**config.mk**
```make
export PLATFORM = sky130hd
export DESIGN_NAME = crc32_byte_feeder
export DESIGN_NICKNAME = d
export VERILOG_FILES = /design/src/rtl/crc32_byte_feeder.sv
export SDC_FILE = /design/constraint.sdc
export NUM_CORES = 1
export LEC_CHECK = 0
export BUFFER_PORTS_ARGS = -buffer_cell sky130_fd_sc_hd__buf_2
export CAP_MARGIN = 20
export CORE_MARGIN = 2
export CORE_UTILIZATION = 47
export DETAILED_ROUTE_END_ITERATION = 6
export PLACE_DENSITY = 0.77
export SLEW_MARGIN = 0
export SYNTH_ARGS = -nofsm -noshare
export SYNTH_HDL_FRONTEND = slang
export SYNTH_SLANG_ARGS = --single-unit
```
**constraint.sdc**
```tcl
create_clock -name clk -period 5.15 [get_ports clk]
set_input_delay 0 -clock clk [delete_from_list [all_inputs] [get_ports clk]]
set_output_delay 0 -clock clk [all_outputs]
set_load 0.01 [all_outputs]
```
**src/rtl/crc32_byte_feeder.sv**
```systemverilog
// crc32_byte_feeder: upstream stage of the CRC-32 byte engine.
// Buffers 32-bit message words in a small FIFO, serialises them into bytes
// and drives the engine trigger/byte/done handshake one byte per pass.
// On the last byte of a message the final CRC is captured before data_done
// releases the engine, because the engine re-initialises its CRC in IDLE.
// Optional feature: define CRC32_FEEDER_MSB_FIRST_EN to add the msb_first
// input (per-word most-significant-byte-first serialisation).
//
// state   | meaning
// --------+-----------------------------------------------------------
// IDLE    | no word in flight; waits for the FIFO to become non-empty
// LOAD    | pops the FIFO head into the holding register, idx = 0
// TRIG    | one-cycle crc_trigger with the current byte on crc_byte
// WAIT    | byte held stable until the engine's crc_done_pulse
// STALL   | mid-message starvation; engine parked with partial CRC
// CAPTURE | latches crc_value into result, sets result_valid
// RELEASE | one-cycle data_done so the engine returns to IDLE

`timescale 1ns/1ps

module crc32_byte_feeder #(
    parameter int FIFO_DEPTH = 4
) (
    input  logic        clk,
    input  logic        rst_n,
    input  logic        wr_valid,
    output logic        wr_ready,
    input  logic [31:0] wr_data,
    input  logic [1:0]  wr_bytes,
    input  logic        wr_last,
`ifdef CRC32_FEEDER_MSB_FIRST_EN
    input  logic        msb_first,
`endif
    input  logic        abort,
    output logic        crc_trigger,
    output logic [7:0]  crc_byte,
    output logic        data_done,
    input  logic        crc_busy,
    input  logic        crc_done_pulse,
    input  logic [31:0] crc_value,
    output logic        busy,
    output logic [31:0] result,
    output logic        result_valid
);

    localparam int AW = $clog2(FIFO_DEPTH);
`ifdef CRC32_FEEDER_MSB_FIRST_EN
    localparam int EW = 36;
`else
    localparam int EW = 35;
`endif
    localparam logic [AW:0] PTR_ONE = {{AW{1'b0}}, 1'b1};

    typedef enum logic [2:0] {
        S_IDLE,
        S_LOAD,
        S_TRIG,
        S_WAIT,
        S_STALL,
        S_CAPTURE,
        S_RELEASE
    } state_t;

    state_t r_state;
    state_t w_state_nxt;

    logic [EW-1:0] r_mem [FIFO_DEPTH];
    logic [AW:0]   r_wr_ptr;
    logic [AW:0]   r_rd_ptr;
    logic [EW-1:0] r_hold;
    logic [1:0]    r_idx;
    logic          r_abort_pend;

    logic          w_empty;
    logic          w_full;
    logic          w_push;
    logic          w_pop;
    logic [EW-1:0] w_wr_entry;
    logic [EW-1:0] w_head;
    logic [31:0]   w_hold_data;
    logic [1:0]    w_hold_bytes;
    logic          w_hold_last;
    logic          w_more_bytes;

    // Entry layout: {[msb_first,] last, bytes, data}
`ifdef CRC32_FEEDER_MSB_FIRST_EN
    assign w_wr_entry = {msb_first, wr_last, wr_bytes, wr_data};
`else
    assign w_wr_entry = {wr_last, wr_bytes, wr_data};
`endif

    assign w_empty  = (r_wr_ptr == r_rd_ptr);
    assign w_full   = (r_wr_ptr[AW] != r_rd_ptr[AW]) &&
                      (r_wr_ptr[AW-1:0] == r_rd_ptr[AW-1:0]);
    // Abort flushes the FIFO, so nothing may be accepted in that cycle.
    assign wr_ready = !w_full && !abort;
    assign w_push   = wr_valid && wr_ready;
    assign w_pop    = (r_state == S_LOAD) && !abort;
    assign w_head   = r_mem[r_rd_ptr[AW-1:0]];

    assign w_hold_data  = r_hold[31:0];
    assign w_hold_bytes = r_hold[33:32];
    assign w_hold_last  = r_hold[34];
    assign w_more_bytes = (r_idx < w_hold_bytes);

    assign busy = (r_state != S_IDLE) || !w_empty;

    // FIFO storage; contents need no reset since the pointers define validity.
    always_ff @(posedge clk) begin
        if (w_push) begin
            r_mem[r_wr_ptr[AW-1:0]] <= w_wr_entry;
        end
    end

    // FIFO pointers; abort collapses the read pointer onto the write pointer.
    always_ff @(posedge clk or negedge rst_n) begin
        if (!rst_n) begin
            r_wr_ptr <= '0;
            r_rd_ptr <= '0;
        end else if (abort) begin
            r_rd_ptr <= r_wr_ptr;
        end else begin
            if (w_push) r_wr_ptr <= r_wr_ptr + PTR_ONE;
            if (w_pop)  r_rd_ptr <= r_rd_ptr + PTR_ONE;
        end
    end

    // State register.
    always_ff @(posedge clk or negedge rst_n) begin
        if (!rst_n) r_state <= S_IDLE;
        else        r_state <= w_state_nxt;
    end

    // Next-state and handshake pulses. The trigger is also gated on
    // crc_busy so a slow engine can never see a trigger mid-pass.
    always_comb begin
        w_state_nxt = r_state;
        crc_trigger = 1'b0;
        data_done   = 1'b0;
        case (r_state)
            S_IDLE: begin
                if (!abort && !w_empty) w_state_nxt = S_LOAD;
            end
            S_LOAD: begin
                w_state_nxt = abort ? S_RELEASE : S_TRIG;
            end
            S_TRIG: begin
                if (!crc_busy) begin
                    crc_trigger = 1'b1;
                    w_state_nxt = S_WAIT;
                end
            end
            S_WAIT: begin
                if (crc_done_pulse) begin
                    if (abort || r_abort_pend) w_state_nxt = S_RELEASE;
                    else if (w_more_bytes)     w_state_nxt = S_TRIG;
                    else if (w_hold_last)      w_state_nxt = S_CAPTURE;
                    else if (!w_empty)         w_state_nxt = S_LOAD;
                    else                       w_state_nxt = S_STALL;
                end
            end
            S_STALL: begin
                if (abort)         w_state_nxt = S_RELEASE;
                else if (!w_empty) w_state_nxt = S_LOAD;
            end
            S_CAPTURE: begin
                w_state_nxt = S_RELEASE;
            end
            S_RELEASE: begin
                data_done   = 1'b1;
                w_state_nxt = S_IDLE;
            end
            default: begin
                w_state_nxt = S_IDLE;
            end
        endcase
    end

    // Holding register and byte index for the word being serialised.
    always_ff @(posedge clk or negedge rst_n) begin
        if (!rst_n) begin
            r_hold <= '0;
            r_idx  <= 2'd0;
        end else if (w_pop) begin
            r_hold <= w_head;
            r_idx  <= 2'd0;
        end else if ((r_state == S_WAIT) && crc_done_pulse && !abort &&
                     !r_abort_pend && w_more_bytes) begin
            r_idx <= r_idx + 2'd1;
        end
    end

    // Remembers an abort seen while a pass is in flight so WAIT can finish
    // the pass and then skip CAPTURE.
    always_ff @(posedge clk or negedge rst_n) begin
        if (!rst_n) begin
            r_abort_pend <= 1'b0;
        end else if (r_state == S_RELEASE) begin
            r_abort_pend <= 1'b0;
        end else if (abort && ((r_state == S_TRIG) || (r_state == S_WAIT))) begin
            r_abort_pend <= 1'b1;
        end
    end

    // Final CRC capture; an abort in CAPTURE suppresses it.
    always_ff @(posedge clk or negedge rst_n) begin
        if (!rst_n) begin
            result       <= 32'd0;
            result_valid <= 1'b0;
        end else if ((r_state == S_CAPTURE) && !abort) begin
            result       <= crc_value;
            result_valid <= 1'b1;
        end else if (abort || w_push) begin
            result_valid <= 1'b0;
        end
    end

    // Byte selection for crc_byte; stable while hold and idx are stable.
    always_comb begin
        crc_byte = w_hold_data[7:0];
`ifdef CRC32_FEEDER_MSB_FIRST_EN
        if (r_hold[35]) begin
            case (r_idx)
                2'd0:    crc_byte = w_hold_data[31:24];
                2'd1:    crc_byte = w_hold_data[23:16];
                2'd2:    crc_byte = w_hold_data[15:8];
                default: crc_byte = w_hold_data[7:0];
            endcase
        end else begin
            case (r_idx)
                2'd0:    crc_byte = w_hold_data[7:0];
                2'd1:    crc_byte = w_hold_data[15:8];
                2'd2:    crc_byte = w_hold_data[23:16];
                default: crc_byte = w_hold_data[31:24];
            endcase
        end
`else
        case (r_idx)
            2'd0:    crc_byte = w_hold_data[7:0];
            2'd1:    crc_byte = w_hold_data[15:8];
            2'd2:    crc_byte = w_hold_data[23:16];
            default: crc_byte = w_hold_data[31:24];
        endcase
`endif
    end

endmodule

```
# ---- Word-level counts from Yosys, hierarchy flattened
# Memory sizes are Yosys's and may differ from the RTL's. A register that Yosys moved wholly into a read port is not among the register bits.
# Index checks and enable logic that the tools add are counted.
dict set report op_classes {
  reduce_logical 29
  bitwise 1
  order_cmp 1
  shifts 0
  n_mux 25
  multipliers 0
  add_sub_neg 3
  div 0
  eq_ne 15
}
# op count
set op_table {}
lappend op_table {{3-bit 2-to-1 mux} 12}
lappend op_table {{8-bit one-hot mux with 3 select lines} 1}
lappend op_table {{3-bit one-hot mux with 6 select lines} 1}
lappend op_table {{1-bit logical AND} 11}
lappend op_table {{3-bit == test (second input constant)} 3}
lappend op_table {{1-bit 2-to-1 mux} 9}
lappend op_table {{2-bit nonzero test} 4}
lappend op_table {{3-bit by 1-bit adder with 3-bit output (second input constant)} 2}
lappend op_table {{3-bit by 2-bit == test with 1-bit output (second input constant)} 2}
lappend op_table {{2-bit != test (second input constant)} 3}
lappend op_table {{1-bit logical NOT} 5}
lappend op_table {{1-bit logical OR} 4}
lappend op_table {{2-bit 2-to-1 mux} 2}
lappend op_table {{4-bit AND reduction} 1}
lappend op_table {{3-bit by 1-bit == test with 1-bit output (second input constant)} 1}
lappend op_table {{3-bit == test} 1}
lappend op_table {{3-bit logical NOT} 1}
lappend op_table {{3-bit != test (second input constant)} 1}
lappend op_table {{3-bit nonzero test} 1}
lappend op_table {{2-bit by 1-bit adder with 2-bit output (second input constant)} 1}
lappend op_table {{2-bit by 1-bit == test with 1-bit output (second input constant)} 1}
lappend op_table {{2-bit == test} 1}
lappend op_table {{2-bit == test (second input constant)} 1}
lappend op_table {{2-bit logical NOT} 1}
lappend op_table {{other kinds (4)} 4}
dict set report word_totals {
  output_inout_bits 45
  latch_bits 0
  in_bits 73
  n_memories 1
  register_bits 45
  romBits 0
  wordCells 82
  mem_bits_rw 140
}
# memory words width read_ports rd_clocked_by_memory_dff wr line
set mem_list {}
lappend mem_list {r_mem 4 35 1 1 1 67} ;# logic [EW-1:0] r_mem [FIFO_DEPTH];

# ---- Depth between registers and ports, before layout
dict set report depth {
  word_depth 8
  mapped_depth 7
}

# ---- Worst setup path before layout
# OpenSTA, ideal clock, no wires.
dict set report synth_timing {
  path_type {register to register}
  from {register r_rd_ptr[0]}
  to {memory r_mem[3][0] (enable)}
  slack_ps 2632
  synth_period_minus_slack_ps 2518
  setup_ps 397
  arrival_ps 2121
  t_required_ps 4753
  path_stages_with_launch 5
  path_cell_list {dfrtp_1 > buf_6 > xnor2_1 > a311oi_2 > and2_1}
}
dict set report synth_between {
  elab_chain_cells 7
}
# item line
set synth_lines {}
lappend synth_lines {{from (decl)} 69} ;# logic [AW:0] r_rd_ptr;
lappend synth_lines {{from (signal assigned)} 121} ;# r_rd_ptr <= r_wr_ptr;
lappend synth_lines {{from (signal assigned)} 124} ;# if (w_pop) r_rd_ptr <= r_rd_ptr + PTR_ONE;
lappend synth_lines {{2-bit == test} 94} ;# (r_wr_ptr[AW-1:0] == r_rd_ptr[AW-1:0]);
lappend synth_lines {{1-bit logical AND} 93} ;# assign w_full = (r_wr_ptr[AW] != r_rd_ptr[AW]) &&
lappend synth_lines {{1-bit logical NOT} 96} ;# assign wr_ready = !w_full && !abort;
lappend synth_lines {{1-bit logical AND} 96}
lappend synth_lines {{1-bit logical AND} 97} ;# assign w_push = wr_valid && wr_ready;
lappend synth_lines {{1-bit 2-to-1 mux} 110} ;# if (w_push) begin
lappend synth_lines {{1-bit 2-to-1 mux (not written as such)} 111} ;# r_mem[r_wr_ptr[AW-1:0]] <= w_wr_entry;
lappend synth_lines {{to (decl)} 67}
# No other way between the ends.

# ---- Worst setup path in the final report
dict set report layout_timing {
  from {register r_rd_ptr[1]}
  to {memory r_mem[0][13] (enable)}
}
# The elaborated chain is that of the path after synthesis.

==> results.md <==
- The predominant post-synthesis flop cell is sky130_fd_sc_hd__edfxtp_1.
- The H-tree depth reported by CTS is 1.
- The number of antenna diodes in the final layout is 0.
- The area share of xor/xnor cells in the synthesized design is 0.00802.
- The max-slew violation count was 0.
- The later pin in the worst-skew pair is clocked with a latency of 0.51 ns.
- The slowest stage of the critical path belongs to the cell sky130_fd_sc_hd__and2_1.
- The worst-case IR drop observed on VDD is 0.000433 V.
- The buffers inserted during post-CTS setup optimization is 0.
- Dividing the detail-routed wire length by the instance count gives 19.4 microns.
- The initial antenna violation count is 0.
- The average instance in the mapped netlist occupies 18.3 sq um.
- The count of antenna-violating nets left after detailed routing is 0.
- The TritonCTS clock tree is done.
- The x dimension of the die is 140 microns.
- On the final layout, the worst hold slack is -0.000498 ns.
- The flow ran to the end, but the final reports show violations.
- Across every metal layer, demand over resource in global routing totals 0.181.
- The setup TNS is 0 ns.
- In this run, post-CTS repair resized a total of 0 instances.
- By instance count, the leading cell after synthesis is sky130_fd_sc_hd__edfxtp_1.
- At the end of the flow, the number of nets in the layout was 758.
- The upper clock frequency limit is 315 MHz.
- The synthesized design contains 220 register bits.
- The worst path required time is 5.32 ns.
- The congestion estimate from routability-driven global placement came to 0.793.
- In this run the tool buffered the top-level ports with 117 buffer cells.
- The number of violations of the max-capacitance limit is 0.
- Headroom to the max-slew limit came out at 0.483.
- The cell count of the worst reg-to-reg path is 5.
- The data arrival at the endpoint of the critical path is 3.34 ns.
- The classification of the worst-slack hold path is input pin to asynchronous set/reset pin.
- By area, the combinational part of the netlist is dominated by multiplexers.
- The worst setup path is of the flip-flop to flip-flop kind.
- The via count of the routed design is 4,952.
- The post-synthesis share of cell area spent on and, or, nand and nor gates is 0.0272.
- The endpoint of the worst register-to-register path is r_mem[0][13].
- Dividing the final minimum period by the clock period gives 0.616.
- The area growth from synthesis to layout is 26.2%.
- Clock tree synthesis found a total of 220 sinks.
- The Yosys step of the flow raised 0 warnings.
- The ratio of cells with drive above 1 in the final layout is 0.366.
- The number of endpoints with negative hold slack in the final report was 1.
- The number of buffers inserted by hold repair at cts is 71.
- Of the total synthesized cell area, the portion taken by full adders, half adders and majority gates is 0.0143.
- The worst-margin pin slew is 0.776 ns.
- The dominant cell type by count on the critical path is sky130_fd_sc_hd__buf_4.
- The first routing iteration left 325 violations.
- The number of ports placed on the die boundary is 118.
- The kind of start point of the critical path is a flip-flop.
- The checks that failed: hold timing.
- By count the netlist is led by sky130_fd_sc_hd__edfxtp_1, sky130_fd_sc_hd__dfrtp_1, sky130_fd_sc_hd__mux2_2, sky130_fd_sc_hd__mux4_2.
- The worst path needs 3.17 ns of the cycle, external delays included.
- sky130_fd_sc_hd__edfxtp_1 takes more of the synthesized area than any other cell.
- After filler insertion, the fill cell instance count of the layout stands at 1,287.
- The number of enable-type register cells in the synthesized netlist is 140.
- The share of synthesized area in the top cell type comes to 0.481.
- The total congestion overflow is 0.
- Setup repair after global routing left no endpoint under its margin.
- Clock skew on the completed layout was measured at 0.00986 ns.
- The standard cell core area is 18,100 sq um.
- The number of vias per cell after detailed routing is 5.38.
- The total power is 5.92 mW.
- The library cell used as clock root buffer is sky130_fd_sc_hd__clkbuf_16.
- The critical path goes through buf_4 > xnor2_1 > a311oi_2 > and2_1 > buf_4.
- The total area of multi-input combinational cells is 2340 sq um.
- Across all register-to-register paths, the minimum setup slack is 1.98 ns.
- The static leakage is 4.24 nW.
- The multiplexer share of the synthesized area is 0.178.
- The first global-routing pass estimated 27,900 microns of wire.
- For this run, the register share of the synthesized area comes to 0.711.
- In this run the deepest clock path goes through 3 buffers.
- The residual DRC count is 0.
- The number of buffers inserted during clock tree synthesis is 23.
- The distinct cell type count after synthesis is 50.
- Registers take 6210 sq um.
- The critical path launch point is r_rd_ptr[1].
- The final wirelength is 17,800 microns.
- The number of iterations in the first detailed-routing pass is 5.
- The die is 140 microns tall.
- The kind of end point of the critical path is a flip-flop.
- The number of global-route vias before repair came to 5,171.
- The total power divided by cell area is 537 nW/um^2.
- The synthesized net count is 561.
- Setup violations remaining at the end of the flow were counted as 0.
- The clock edge transition at the registers on the reported setup and hold paths is 0.06 ns.
- Synthesis produced 478 cells.
- Yosys attributes the largest share of cell area to sky130_fd_sc_hd__edfxtp_1, sky130_fd_sc_hd__dfrtp_1, sky130_fd_sc_hd__mux4_2, sky130_fd_sc_hd__mux2_2, sky130_fd_sc_hd__ha_1.
- Once detailed placement completed, the half-perimeter wirelength came to 10,500 microns.
- The share of the synthesized area in compound gates (AO/OA/AOI/OAI) is 0.0395.
- On the worst path, the slowest cell contributes a delay of 0.72 ns.
- The initial utilization of the core area, before any placement, comes to 0.483.
- Entering global routing, the biggest net connects 81 pins.
- The startpoint of the worst-slack reg-to-reg timing path is r_rd_ptr[1].
- After synthesis, the share of flip-flops with an asynchronous set or reset is 0.364.
- In this run the worst path has a maximum fanout of 38.
- The initialized floorplan defines 49 standard-cell rows.
- In this run the cell area of the synthesized design comes to 8730 sq um.
- The die covers 19,700 sq um.
[cell families (layout without fill, tap and decap cells)]
kind of cell	Yosys count	in the layout
buffers and inverters	43	257
AOI/OAI and AO/OA	49	49
and+or+nand+nor	45	45
xor gates and xnor gates	8	8
adders and majority gates	10	10
DFF	220	220
muxes	103	103
[where the power goes]
group,leakage [nW],internal [mW],switching [mW]
Combinational,1.64,0.856,0.895
Sequential,2.24,2.33,0.247
Clock,0.354,0.935,0.650
Total,4.24,4.12,1.79
[worst max-delay path by stage]
stage	to	cells past startpoint
floorplan	r_mem[3][0]	4
global placement	r_mem[0][32]	5
detailed placement	r_mem[0][23]	5
CTS	r_mem[0][13]	5
global route	r_mem[0][13]	5
finish	r_mem[0][13]	5
[through the flow]
stage               worst slack, ns  utilization  std cells  hold slack (ns)  area (sq um)
global placement               2.07        0.528        807            0.212          9550
floorplan                      2.63            -        478           -0.296          8730
global route                   1.67        0.609        921           0.0314         11000
finish                         1.98        0.609        921        -0.000498         11000
CTS                            1.92        0.608        920           0.0697         11000
detailed placement             1.93        0.528        807            0.218          9550
[flip-flops by register name (all words and copies together) (netlist names)]
register and count:
r_wr_ptr 3, r_hold 35, r_mem 140, r_abort_pend 1
result_valid 1, result 32, r_rd_ptr 3, r_state 3
r_idx 2
[cell usage in the layout, fill, tap and decap left out, drive strengths merged, types with 2 or more instances in the layout]
| master | n |
|---|---|
| inv | 19 |
| a21oi | 7 |
| and2 | 4 |
| nor2 | 6 |
| ha | 10 |
| a222oi | 8 |
| bufinv | 2 |
| nand4 | 3 |
| edfxtp | 140 |
| nand3b | 3 |
| or2 | 2 |
| clkbuf | 31 |
| mux2i | 10 |
| mux2 | 58 |
| a31oi | 2 |
| buf | 127 |
| dfrtp | 80 |
| o21ai | 16 |
| nor3 | 2 |
| nand2 | 17 |
| clkinv | 7 |
| xnor2 | 5 |
| xor2 | 3 |
| a211oi | 2 |
| dlygate4sd3 | 71 |
| nand2b | 3 |
| mux4 | 35 |
[per-layer routing]
layer  part of all wire  GRT usage
met1               0.42      0.238
met2               0.50      0.317
met3              0.068     0.0352
met4              0.018     0.0383
met5                  0          0
[area by class of cell]
| type | count | area share |
|---|---|---|
| clock inverter | 11 | 0.0111 |
| clock buffer | 31 | 0.0550 |
| tap | 229 | 0.0260 |
| multi-input combinational | 215 | 0.212 |
| sequential | 220 | 0.563 |
| inverter | 17 | 0.00579 |
| timing repair buffer | 198 | 0.127 |
[critical path, delay by kind of cell, from the launching register on]
family          cells  cell delay, ns
compound gates      1            0.52
buf+inv             2            0.94
xor+xnor            1            0.29
flops               1            0.34
simple gates        1            0.72
No activity file was read; power rests on OpenSTA's default activity.
